### src/rtl/rca_seq_ctrl.sv
`default_nettype none
// ============================================================================
// Module   : rca_seq_ctrl
// Purpose  : Nibble-serial WIDTH-bit adder controller driving one external
//            4-bit ripple-carry slice, one nibble per clock.
// Revision : 1.0 - initial release
// ============================================================================
module rca_seq_ctrl #(
  parameter int WIDTH = 16
) (
  input  logic             clk,
  input  logic             rst_n,
  input  logic             start,
  input  logic [WIDTH-1:0] a,
  input  logic [WIDTH-1:0] b,
  input  logic             c_in,
  output logic             busy,
  output logic             done,
  output logic [WIDTH-1:0] s,
  output logic             c_out,
  output logic [3:0]       add_a,
  output logic [3:0]       add_b,
  output logic             add_cin,
  input  logic [3:0]       add_s,
  input  logic             add_cout
);

  localparam int N  = WIDTH / 4;
  localparam int IW = (N > 1) ? $clog2(N) : 1;

  localparam logic [0:0]    S_IDLE = 1'b0;
  localparam logic [0:0]    S_RUN  = 1'b1;
  localparam logic [IW-1:0] C_LAST = IW'(N - 1);

  generate
    if ((WIDTH % 4) != 0 || WIDTH < 4) begin : g_bad_width
      $error("rca_seq_ctrl: WIDTH must be a multiple of 4 and at least 4");
    end
  endgenerate

  logic [0:0]       r_state;
  logic [WIDTH-1:0] r_a;
  logic [WIDTH-1:0] r_b;
  logic             r_carry;
  logic [IW-1:0]    r_idx;
  logic [IW+1:0]    w_base;

  // Bit offset of the active nibble.
  assign w_base = {r_idx, 2'b00};
  assign busy   = (r_state == S_RUN);

  always_comb begin
    add_a   = 4'd0;
    add_b   = 4'd0;
    add_cin = 1'b0;
    if (r_state == S_RUN) begin
      add_a   = r_a[w_base +: 4];
      add_b   = r_b[w_base +: 4];
      add_cin = r_carry;
    end
  end

  always_ff @(posedge clk or negedge rst_n) begin
    if (!rst_n) begin
      r_state <= S_IDLE;
      r_a     <= '0;
      r_b     <= '0;
      r_carry <= 1'b0;
      r_idx   <= '0;
      s       <= '0;
      c_out   <= 1'b0;
      done    <= 1'b0;
    end else begin
      done <= 1'b0;
      case (r_state)
        S_IDLE: begin
          if (start) begin
            r_a     <= a;
            r_b     <= b;
            r_carry <= c_in;
            r_idx   <= '0;
            r_state <= S_RUN;
          end
        end
        S_RUN: begin
          s[w_base +: 4] <= add_s;
          r_carry        <= add_cout;
          if (r_idx == C_LAST) begin
            c_out   <= add_cout;
            done    <= 1'b1;
            r_state <= S_IDLE;
          end else begin
            r_idx <= r_idx + 1'b1;
          end
        end
        default: r_state <= S_IDLE;
      endcase
    end
  end

endmodule
`default_nettype wire

### config.mk
export PLATFORM = sky130hd
export DESIGN_NAME = rca_seq_ctrl
export DESIGN_NICKNAME = d
export VERILOG_FILES = /design/src/rtl/rca_seq_ctrl.sv
export SDC_FILE = /design/constraint.sdc
export NUM_CORES = 1
export LEC_CHECK = 0
export CAP_MARGIN = 0
export CORE_ASPECT_RATIO = 2
export CORE_MARGIN = 2
export CORE_UTILIZATION = 33
export CTS_CLUSTER_SIZE = 14
export DETAILED_ROUTE_END_ITERATION = 8
export GPL_ROUTABILITY_DRIVEN = 0
export PLACE_DENSITY = 0.67
export SLEW_MARGIN = 15
export SYNTH_ARGS = -nofsm -noshare
export SYNTH_HDL_FRONTEND = slang
export SYNTH_SLANG_ARGS = --single-unit
### constraint.sdc
create_clock -name clk -period 1.6 [get_ports clk]
set_input_delay 0.32 -clock clk [delete_from_list [all_inputs] [get_ports clk]]
set_output_delay 0.32 -clock clk [all_outputs]
set_load 0.1 [all_outputs]
==> flow_summary.yaml, run 1 <==
outcome:
  status: "finished with violations"
  violations: "negative setup slack"
worst_setup_path:
  end_kind: "output pin"
  r2r_end: "r_a[15]"
  cp_slowest_stage_delay_ps: 450
  reg2reg_from: "busy"
  crit_arrival_ps: 1490
  crit_buf_inv: 2
  cp_data_required_time_ps: 1280
  crit_slowest_cell: "dfrtp_2"
  crit_top_cell: "buf_12"
  reg2reg_slack_ps: 40
  path_class: "flip-flop to output pin"
  crit_fanout: 8
  ff2ff_path_depth: 4
  critPathTopFamily: "flip-flops"
  start_kind: "flip-flop"
  crit_chain: "buf_12 -> mux2i_4 -> o22ai_4 -> buf_12"
timing:
  slew_headroom_pct: 67.42
  finalSetupViolCount: 10
  min_period_ps: 1814
  hold_viol_final: 0
  worstMarginPinSlew_ps: 488.7
  rsz0062_at_grt: "true"
  finClkSkew_ps: 3.887
  final_max_slew_viol_count: 0
  fin_crit_sh_pct: 113.4
  setup_ws_ps: -214.4
  fmax_mhz: 551.2
  setup_tns_ps: -1606
drt:
  routed_wl_um: 5932
  avgViaCountPerCell: 4.952
  drt_iter0_markers: 59
  drtPass1Iterations: 6
  ant_nets: 0
  vias: 1748
  detail_route.wl_per_cell_um: 16.80
  drc_errors: 0
synth:
  synth_area_mm2: 0.002502
  syn-num-nets: 220
  synth-seq-cells: 54
  ys_seq_area_share_pct: 54.00
  synth.avg_cell_area_um2: 14.38
  synth_cell_types: 24
  yosys.area.top_type: "dfrtp_1"
  ys_top_cells_by_area: "dfrtp_1 (54%), mux2_4 (18%), mux2i_1 (6.8%)"
  syn_inst: 174
  ys_warn_count: 0
  synth_top_area_share_pct: 54.00
flow_run:
  cap_violations: 0
layout:
  fin_nets: 304
  final_cell_area_mm2: 0.004190
  antenna_cells: 0
  drive_gt1_share_pct: 47.88
  syn2layout_area_growth_pct: 67.45
  final_core_util_pct: 55.96
hold_path:
  hp-class: "primary input to async pin"
global_routing:
  grt_pass1_wl_um: 9604
  antenna_found_initial: 0
  grt_usage_pct: 15.01
  grt_max_degree: 24
  grt_overflow: 0
  grt_pass1_vias: 1913
floorplan:
  rows: 45
  design.die.area_mm2: 0.008338
  initial_core_util_pct: 33.42
  fp.dieW_um: 65.58
  fp.coreArea_mm2: 0.007488
  dieHeight_um: 127.2
  pin_count: 69
clock_tree:
  clk_pin_slew_ps: 70
  cts_tree: "built"
  insertion_delay_ps: 290
  root_buffer: "clkbuf_16"
  cts_buffer_depth: 2
  cts_buffers: 5
  clock_sinks: 54
  ctsHtreeMaxLevel: 2
placement:
  io_buffers: 68
  hpwl_um: 4132
  place_area_mm2: 0.003767
[final cells by class]
| class | instances | area [um^2] |
|---|---|---|
| Clock buffer | 6 | 128.9 |
| Clock inverter | 2 | 37.54 |
| Fill cell | 586 | 3298 |
| Inverter | 3 | 13.76 |
| Multi-Input combinational cell | 110 | 1375 |
| Sequential cell | 54 | 1356 |
| Tap cell | 94 | 117.6 |
| Timing Repair Buffer | 84 | 1161 |
[metal layers]
| layer | up-vias | track usage (%) | share of wire (%) | wire, um |
|---|---|---|---|---|
| met5 | - | 0 | 0 | 0 |
| met4 | 0 | 5.637 | 1.7 | 99 |
| met3 | 7 | 2.817 | 5.3 | 312 |
| met2 | 62 | 25.75 | 52 | 3110 |
| met1 | 877 | 18.41 | 41 | 2410 |
| li1 | 802 | - | - | - |
[synth_stat cells]
cell type / count
o21ai_0: 5
and4b_1: 1
buf_4: 1
nor2_1: 3
and4_1: 2
ha_1: 5
dfrtp_1: 54
buf_12: 3
mux2_2: 3
buf_2: 2
nand2_2: 1
o21ai_1: 1
a21oi_1: 1
nand3_1: 4
a22o_1: 12
and2_1: 1
nand2_1: 12
nor2b_1: 3
buf_6: 1
or2_4: 1
inv_1: 3
mux2_4: 30
o22ai_1: 8
mux2i_1: 17
[worst max path at each step]
stage,slack [ps],end,cells after the start,startpoint
floorplan,-230,add_a[0],3,busy
global placement,-150,r_a[15],4,start
detailed placement,-170,r_a[11],4,start
CTS,-220,add_b[0],4,r_idx[0]
global route,-260,add_b[2],4,r_idx[0]
finish,-210,add_a[1],4,r_idx[0]
[cell usage in the layout, fill, tap and decap left out, types with 2 or more instances in the layout]
cell type,Yosys,layout
buf_12,3,34
a22o_1,12,12
mux2_2,3,3
mux2_4,30,30
mux2i_2,0,7
o21ai_1,1,2
nor2_1,3,2
o21ai_0,5,4
ha_4,0,2
mux2i_4,0,9
clkbuf_16,0,5
buf_4,1,7
nand2_1,12,10
clkdlybuf4s50_1,0,39
nand2_8,0,2
nand3_1,4,4
o22ai_4,0,8
buf_6,1,2
dfrtp_1,54,52
ha_1,5,3
[state kept, by name, summed over array words and instances (netlist names)]
register / count
busy: 1
c_out: 1
done: 1
r_a: 16
r_b: 16
r_carry: 1
r_idx: 2
s: 16
[cell families (layout without fill, tap and decap cells)]
family | count (synthesis) | in the layout | share of synthesized area [%]
AND/OR/NAND/NOR | 28 | 28 | 5.750
adder cells (fa/ha/maj) | 5 | 5 | 2.500
flip-flops | 54 | 54 | 54.00
buffers and inverters | 10 | 95 | 4.000
multiplexers | 50 | 50 | 26.15
AO/OA/AOI/OAI | 27 | 27 | 7.600
[worst register-to-register path: stages (launching register included)]
cell and delay (ps):
dfrtp_4 560, buf_4 190, nor2b_4 170, buf_12 210, mux2_4 320
[stage by stage]
step	std cells	worst slack (ps)	hold WS [ps]
after global routing	353	-257.0	551.4
after floorplan	174	-227.9	24.41
final	353	-214.4	524.9
after global placement	339	-146.1	288.9
after CTS	351	-217.4	532.9
after detailed placement	339	-173.2	306.4
[what timing repair did]
action | 4_1_cts | 5_1_grt
buffers inserted | 3 | 2
endpoints found under the hold margin | 17 | 0
setup endpoints to repair | 9 | 26
pin swaps | 6 | 4
resized for setup | 31 | 15
hold buffers | 1 | 0
Power of run 1 is left out: the tool's default activity adds up to more than one toggle a clock period on the data nets, which glitch-free logic cannot reach.
==> run 2: changes to the inputs <==
REMOVE_ABC_BUFFERS = 1   (was default)
==> run 2 against run 1 <==
The run still ends with negative setup slack left. Flip-flop and latch count is the same. Final cell count is 1.7% lower. Global-route usage fell by 0.34 points. Die area stayed put. Clock-buffer cell count is 1 lower. Critical path depth is the same. Core utilization shrank 2.2 points. Critical endpoint is now add_a[0]. First-iteration DRC count is 1.7% higher. Highest routed layer unchanged. Register-to-register slack improved by 40 ps. Maximum frequency is 0.75% lower. Via count is 3.7% lower. Final area decreased by 4.0%.
==> flow_summary.yaml, run 2 (same netlist as run 1, synthesis figures left out) <==
drt:
  drc_errors: 0
  vias: 1684
  routed_wl_um: 5741
  drt_iter0_markers: 60
  detail_route.wl_per_cell_um: 16.54
  avgViaCountPerCell: 4.853
  drt-met1-wl_um: 2434
  drtPass1Iterations: 4
  wl_met2_um: 2877
  ant_nets: 0
  met3_length_um: 346
  top_layer: "met4"
placement:
  place_area_mm2: 0.003595
  io_buffers: 68
  hpwl_um: 4109
timing:
  finClkSkew_ps: 4.840
  fin_crit_sh_pct: 114.3
  rsz0062_at_grt: "true"
  min_period_ps: 1828
  slew_headroom_pct: 80.85
  worstMarginPinSlew_ps: 287.2
  finalSetupViolCount: 8
  setup_tns_ps: -1443
  setup_ws_ps: -228.0
  hold_viol_final: 0
  final_max_slew_viol_count: 0
  fmax_mhz: 547.0
layout:
  antenna_cells: 0
  reg_top3: "r_a (16), r_b (16), s (16)"
  syn2layout_area_growth_pct: 60.75
  nFillCells: 598
  layout_common_cells: "dfrtp_1 (51), clkdlybuf4s50_1 (39), buf_12 (31), mux2_4 (30), a22o_1 (12)"
  fin_nets: 298
  drive_gt1_share_pct: 45.06
  regArea_mm2: 0.001355
  layout_commonest_cell: "dfrtp_1"
  final_cell_area_mm2: 0.004023
  multi_input_area_mm2: 0.001269
floorplan:
  dieHeight_um: 127.2
  initial_core_util_pct: 33.42
  rows: 45
  fp.dieW_um: 65.58
  pin_count: 69
  fp.coreArea_mm2: 0.007488
  design.die.area_mm2: 0.008338
global_routing:
  grt_pass1_wl_um: 9480
  antenna_found_initial: 0
  grt_overflow: 0
  grt_pass1_vias: 1862
  grt_usage_pct: 14.67
  grt_max_degree: 55
clock_tree:
  cts_buffer_depth: 2
  root_buffer: "clkbuf_16"
  ctsHtreeMaxLevel: 2
  cts_tree: "built"
  clk_pin_slew_ps: 70
  clock_sinks: 54
  cts_buffers: 5
  insertion_delay_ps: 290
worst_setup_path:
  start_kind: "flip-flop"
  cp_slowest_stage_delay_ps: 450
  crit_arrival_ps: 1510
  crit_buf_inv: 2
  crit_slowest_cell: "dfrtp_2"
  crit_chain: "buf_12 -> mux2i_4 -> o22ai_4 -> buf_12"
  crit_fanout: 10
  critPathTopFamily: "flip-flops"
  cp_data_required_time_ps: 1280
  crit_top_cell: "buf_12"
  end_kind: "output pin"
  ff2ff_path_depth: 6
  cp.depth: 4
  path_class: "flip-flop to output pin"
outcome:
  violations: "negative setup slack"
  status: "finished with violations"
flow_run:
  cap_violations: 0
hold_path:
  hp-class: "primary input to async pin"
run 2: area by class of cell:
type | count | share of cell area [%]
inverter | 3 | 0.2799
sequential | 54 | 33.69
clock inverter | 3 | 1.711
timing repair buffer | 78 | 26.75
multi-input combinational | 110 | 31.54
tap | 94 | 2.924
clock buffer | 5 | 3.110
run 2: path summary, 6_finish.rpt:
check / startpoint / endpoint / slack, ps
setup / recovery: r_idx[0] / add_a[0] / -230
hold / removal: rst_n / s[5] / 30
max in group asynchronous: rst_n / busy / 1330
min in group clk: r_b[14] / r_b[14] / 510
setup reg to reg: r_idx[0] / s[15] / 80
hold reg to reg: r_b[14] / r_b[14] / 510
run 2: what timing repair did:
item                       in CTS  in global routing
setup endpoints to repair       8                 25
resized for setup              31                 18
setup buffers                   0                  0
hold buffers                    0                  0
pin swaps                       0                  1
hold endpoints to repair        0                  0
gates cloned                    0                  0
run 2: worst register-to-register path, cell delays in order (launching register included):
cell and delay [ps]:
dfrtp_2 450, buf_4 180, inv_2 120, ha_4 160, nor2b_2 50, and4b_2 280, a22o_1 190
run 2: per-stage QoR:
step | hold WS, ps | utilization [%] | std cells | setup WS (ps)
floorplan | 24.41 | - | 167 | -2250
global placement | 333.7 | 48.00 | 339 | -145.9
detailed placement | 348.8 | 48.00 | 339 | -181.3
CTS | 37.40 | 52.48 | 347 | -193.6
global route | 47.62 | 53.72 | 347 | -258.5
finish | 28.77 | 53.72 | 347 | -228.0
run 2: layer usage:
| metal | vias to the layer above | GRT usage, % |
|---|---|---|
| met5 | - | 0 |
| met3 | 7 | 3.785 |
| met2 | 65 | 24.13 |
| met1 | 823 | 19.02 |
| met4 | 0 | 4.044 |
| li1 | 789 | - |
Power of run 2 is left out for the same reason.
==> run 3: changes to the inputs <==
ABC_AREA = 1   (was default)
CELL_PAD_IN_SITES_DETAIL_PLACEMENT = 1   (was default)
CELL_PAD_IN_SITES_GLOBAL_PLACEMENT = 2   (was default)
CORE_UTILIZATION = 25   (was 33)
PLACE_DENSITY = 0.82   (was 0.67)
==> run 3 against run 2 <==
The run still ends with negative setup slack left. Final area up 3.6%. Wire length up 25%. Synthesized cell count up 75%. Final cell count up 49%. Setup slack better by 5.9 ps. First-iteration DRC count up 27%. Clock skew up 3.9 ps. Global-route usage down 1.2 points. Via count up 35%. Clock-buffer cell count up 1. Critical endpoint is now add_b[3]. Largest cell class unchanged.
==> flow_summary.yaml, run 3 <==
timing:
  fin_crit_sh_pct: 113.9
  worstMarginPinSlew_ps: 473.5
  slew_headroom_pct: 68.39
  fmax_mhz: 548.8
  setup_ws_ps: -222.1
  rsz0062_at_grt: "true"
  finClkSkew_ps: 8.776
  finalSetupViolCount: 8
  hold_viol_final: 0
  min_period_ps: 1822
  final_max_slew_viol_count: 0
synth:
  synth_cell_types: 18
  yosys_most_used_dff: "dfrtp_1"
  synth_top_area_share_pct: 53.57
  ys_seq_area_share_pct: 53.57
  synth-seq-cells: 54
  ys_warn_count: 0
  synthTopCellsByCount: "nand2_1 (67), dfrtp_1 (54), inv_1 (41)"
  ys_top_cells_by_area: "dfrtp_1 (54%), nand2_1 (10%), a21oi_1 (7.5%)"
  synth_edf_count: 0
  yosys.area.top_type: "dfrtp_1"
  synth.avg_cell_area_um2: 8.270
  yosysMostFrequentCell: "nand2_1"
  synth_area_mm2: 0.002522
  async_flop_share_pct: 100.0
  syn_inst: 305
clock_tree:
  cts_buffers: 5
  root_buffer: "clkbuf_16"
  cts_tree: "built"
  cts_buffer_depth: 2
  clk_pin_slew_ps: 70
  insertion_delay_ps: 290
  clock_sinks: 54
  ctsHtreeMaxLevel: 2
global_routing:
  grt_max_degree: 29
  grt_usage_pct: 13.43
  grt_overflow: 0
  busiest_layer: "met2"
  use_met1_pct: 14.12
  grt_pass1_wl_um: 11270
  grt_pass1_vias: 2378
  grt_util_met2_pct: 24.87
  antenna_found_initial: 0
  gr-usage-met3_pct: 1.518
floorplan:
  fp.dieW_um: 75.03
  design.die.area_mm2: 0.01096
  pin_count: 69
  rows: 51
  dieHeight_um: 146.1
  initial_core_util_pct: 25.84
  fp.coreArea_mm2: 0.009763
layout:
  fin_nets: 430
  antenna_cells: 0
  syn2layout_area_growth_pct: 65.18
  layout_commonest_cell: "nand2_1"
  drive_gt1_share_pct: 25.97
  reg_top3: "r_a (16), r_b (16), s (16)"
  layout_common_cells: "nand2_1 (57), dfrtp_1 (54), inv_1 (40), clkdlybuf4s50_1 (39), nor2_1 (35)"
worst_setup_path:
  reg2reg_slack_ps: 30
  start_kind: "flip-flop"
  crit_chain: "inv_2 -> clkbuf_16 -> nand2_1 -> nand3_2 -> a21oi_4 -> buf_12"
  path_class: "flip-flop to output pin"
  ff2ff_path_depth: 5
  critPathTopFamily: "buffers and inverters"
  end_kind: "output pin"
  crit_slowest_cell: "dfrtp_1"
  reg2reg_from: "busy"
  cp_slowest_stage_delay_ps: 400
  crit_fanout: 6
  cp_data_required_time_ps: 1280
  r2r_end: "r_a[9]"
  crit_arrival_ps: 1500
  crit_buf_inv: 3
placement:
  hpwl_um: 5318
  io_buffers: 68
  post-place-ws_ps: 0.5530
drt:
  vias: 2275
  detail_route.wl_per_cell_um: 13.91
  avgViaCountPerCell: 4.400
  drc_errors: 0
  drtPass1Iterations: 4
  ant_nets: 0
  drt_iter0_markers: 76
  routed_wl_um: 7191
outcome:
  violations: "negative setup slack"
  status: "finished with violations"
hold_path:
  hp-class: "primary input to async pin"
flow_run:
  cap_violations: 0
run 3: cell types whose count changed after synthesis, sizes merged, moves of 2 or more:
| cell | change |
|---|---|
| nand2 | +56 |
| nor2b | -3 |
| o22ai | -7 |
| a22o | -12 |
| nand3 | +22 |
| nor2 | +33 |
| mux2 | -33 |
| nand4 | +2 |
| a21oi | +39 |
| o21ai | +9 |
| mux2i | -17 |
| inv | +41 |
| buf | +6 |
| and4 | -2 |
run 3: per-stage QoR:
| stage | utilization (%) | hold slack, ps | cells | instance area [um^2] | TNS [ps] |
|---|---|---|---|---|---|
| floorplan | - | 24.41 | 292 | 2417 | -40810 |
| global placement | 37.55 | 358.4 | 504 | 3666 | 0 |
| detailed placement | 37.55 | 360.2 | 504 | 3666 | 0 |
| CTS | 39.77 | 41.55 | 512 | 3882 | -1818 |
| global route | 42.68 | 49.09 | 517 | 4167 | -2362 |
| finish | 42.68 | 25.46 | 517 | 4167 | -1649 |
run 3: worst max-delay path by stage:
stage | end | from | slack (ps) | cells past startpoint
floorplan | add_a[0] | busy | -1580 | 2
global placement | add_b[3] | r_idx[0] | 20 | 5
detailed placement | add_b[2] | r_idx[0] | 0.6 | 5
CTS | add_b[2] | r_idx[0] | -240 | 6
global route | add_b[0] | r_idx[0] | -290 | 6
finish | add_b[3] | r_idx[0] | -220 | 6
run 3: cell families (layout without fill, tap and decap cells):
kind of cell,Yosys count,count (layout),synth area share (%)
AOI/OAI and AO/OA,56,56,11.46
adders and majority gates,5,5,2.480
buffers and inverters,57,137,10.71
DFF,54,54,53.57
and+or+nand+nor,133,133,21.78
run 3: cell type report:
type	count	area (um^2)
Clock buffer	6	128.9
Sequential cell	54	1351
Timing Repair Buffer	85	1156
Clock inverter	2	37.54
Inverter	44	167.7
Fill cell	1086	5597
Multi-Input combinational cell	194	1160
Tap cell	132	165.2
run 3: what timing repair did:
action	4_1_cts	5_1_grt
hold endpoints to repair	0	0
resized for setup	12	50
pin swaps	2	12
hold buffers	0	0
setup buffers	0	3
gates cloned	0	2
setup endpoints to repair	8	16
run 3: metal layers:
layer,wire [um],vias to the layer above
li1,-,1113
met1,2491,1100
met2,4267,47
met3,192,15
met4,240,0
met5,0,-
run 3: worst reg2reg max path, stage by stage, from the launching register on:
cell and delay [ps]:
dfrtp_1 390, inv_2 360, nand2_2 240, buf_12 230, nor2_1 160, a21oi_1 70
Power of run 3 is left out for the same reason.
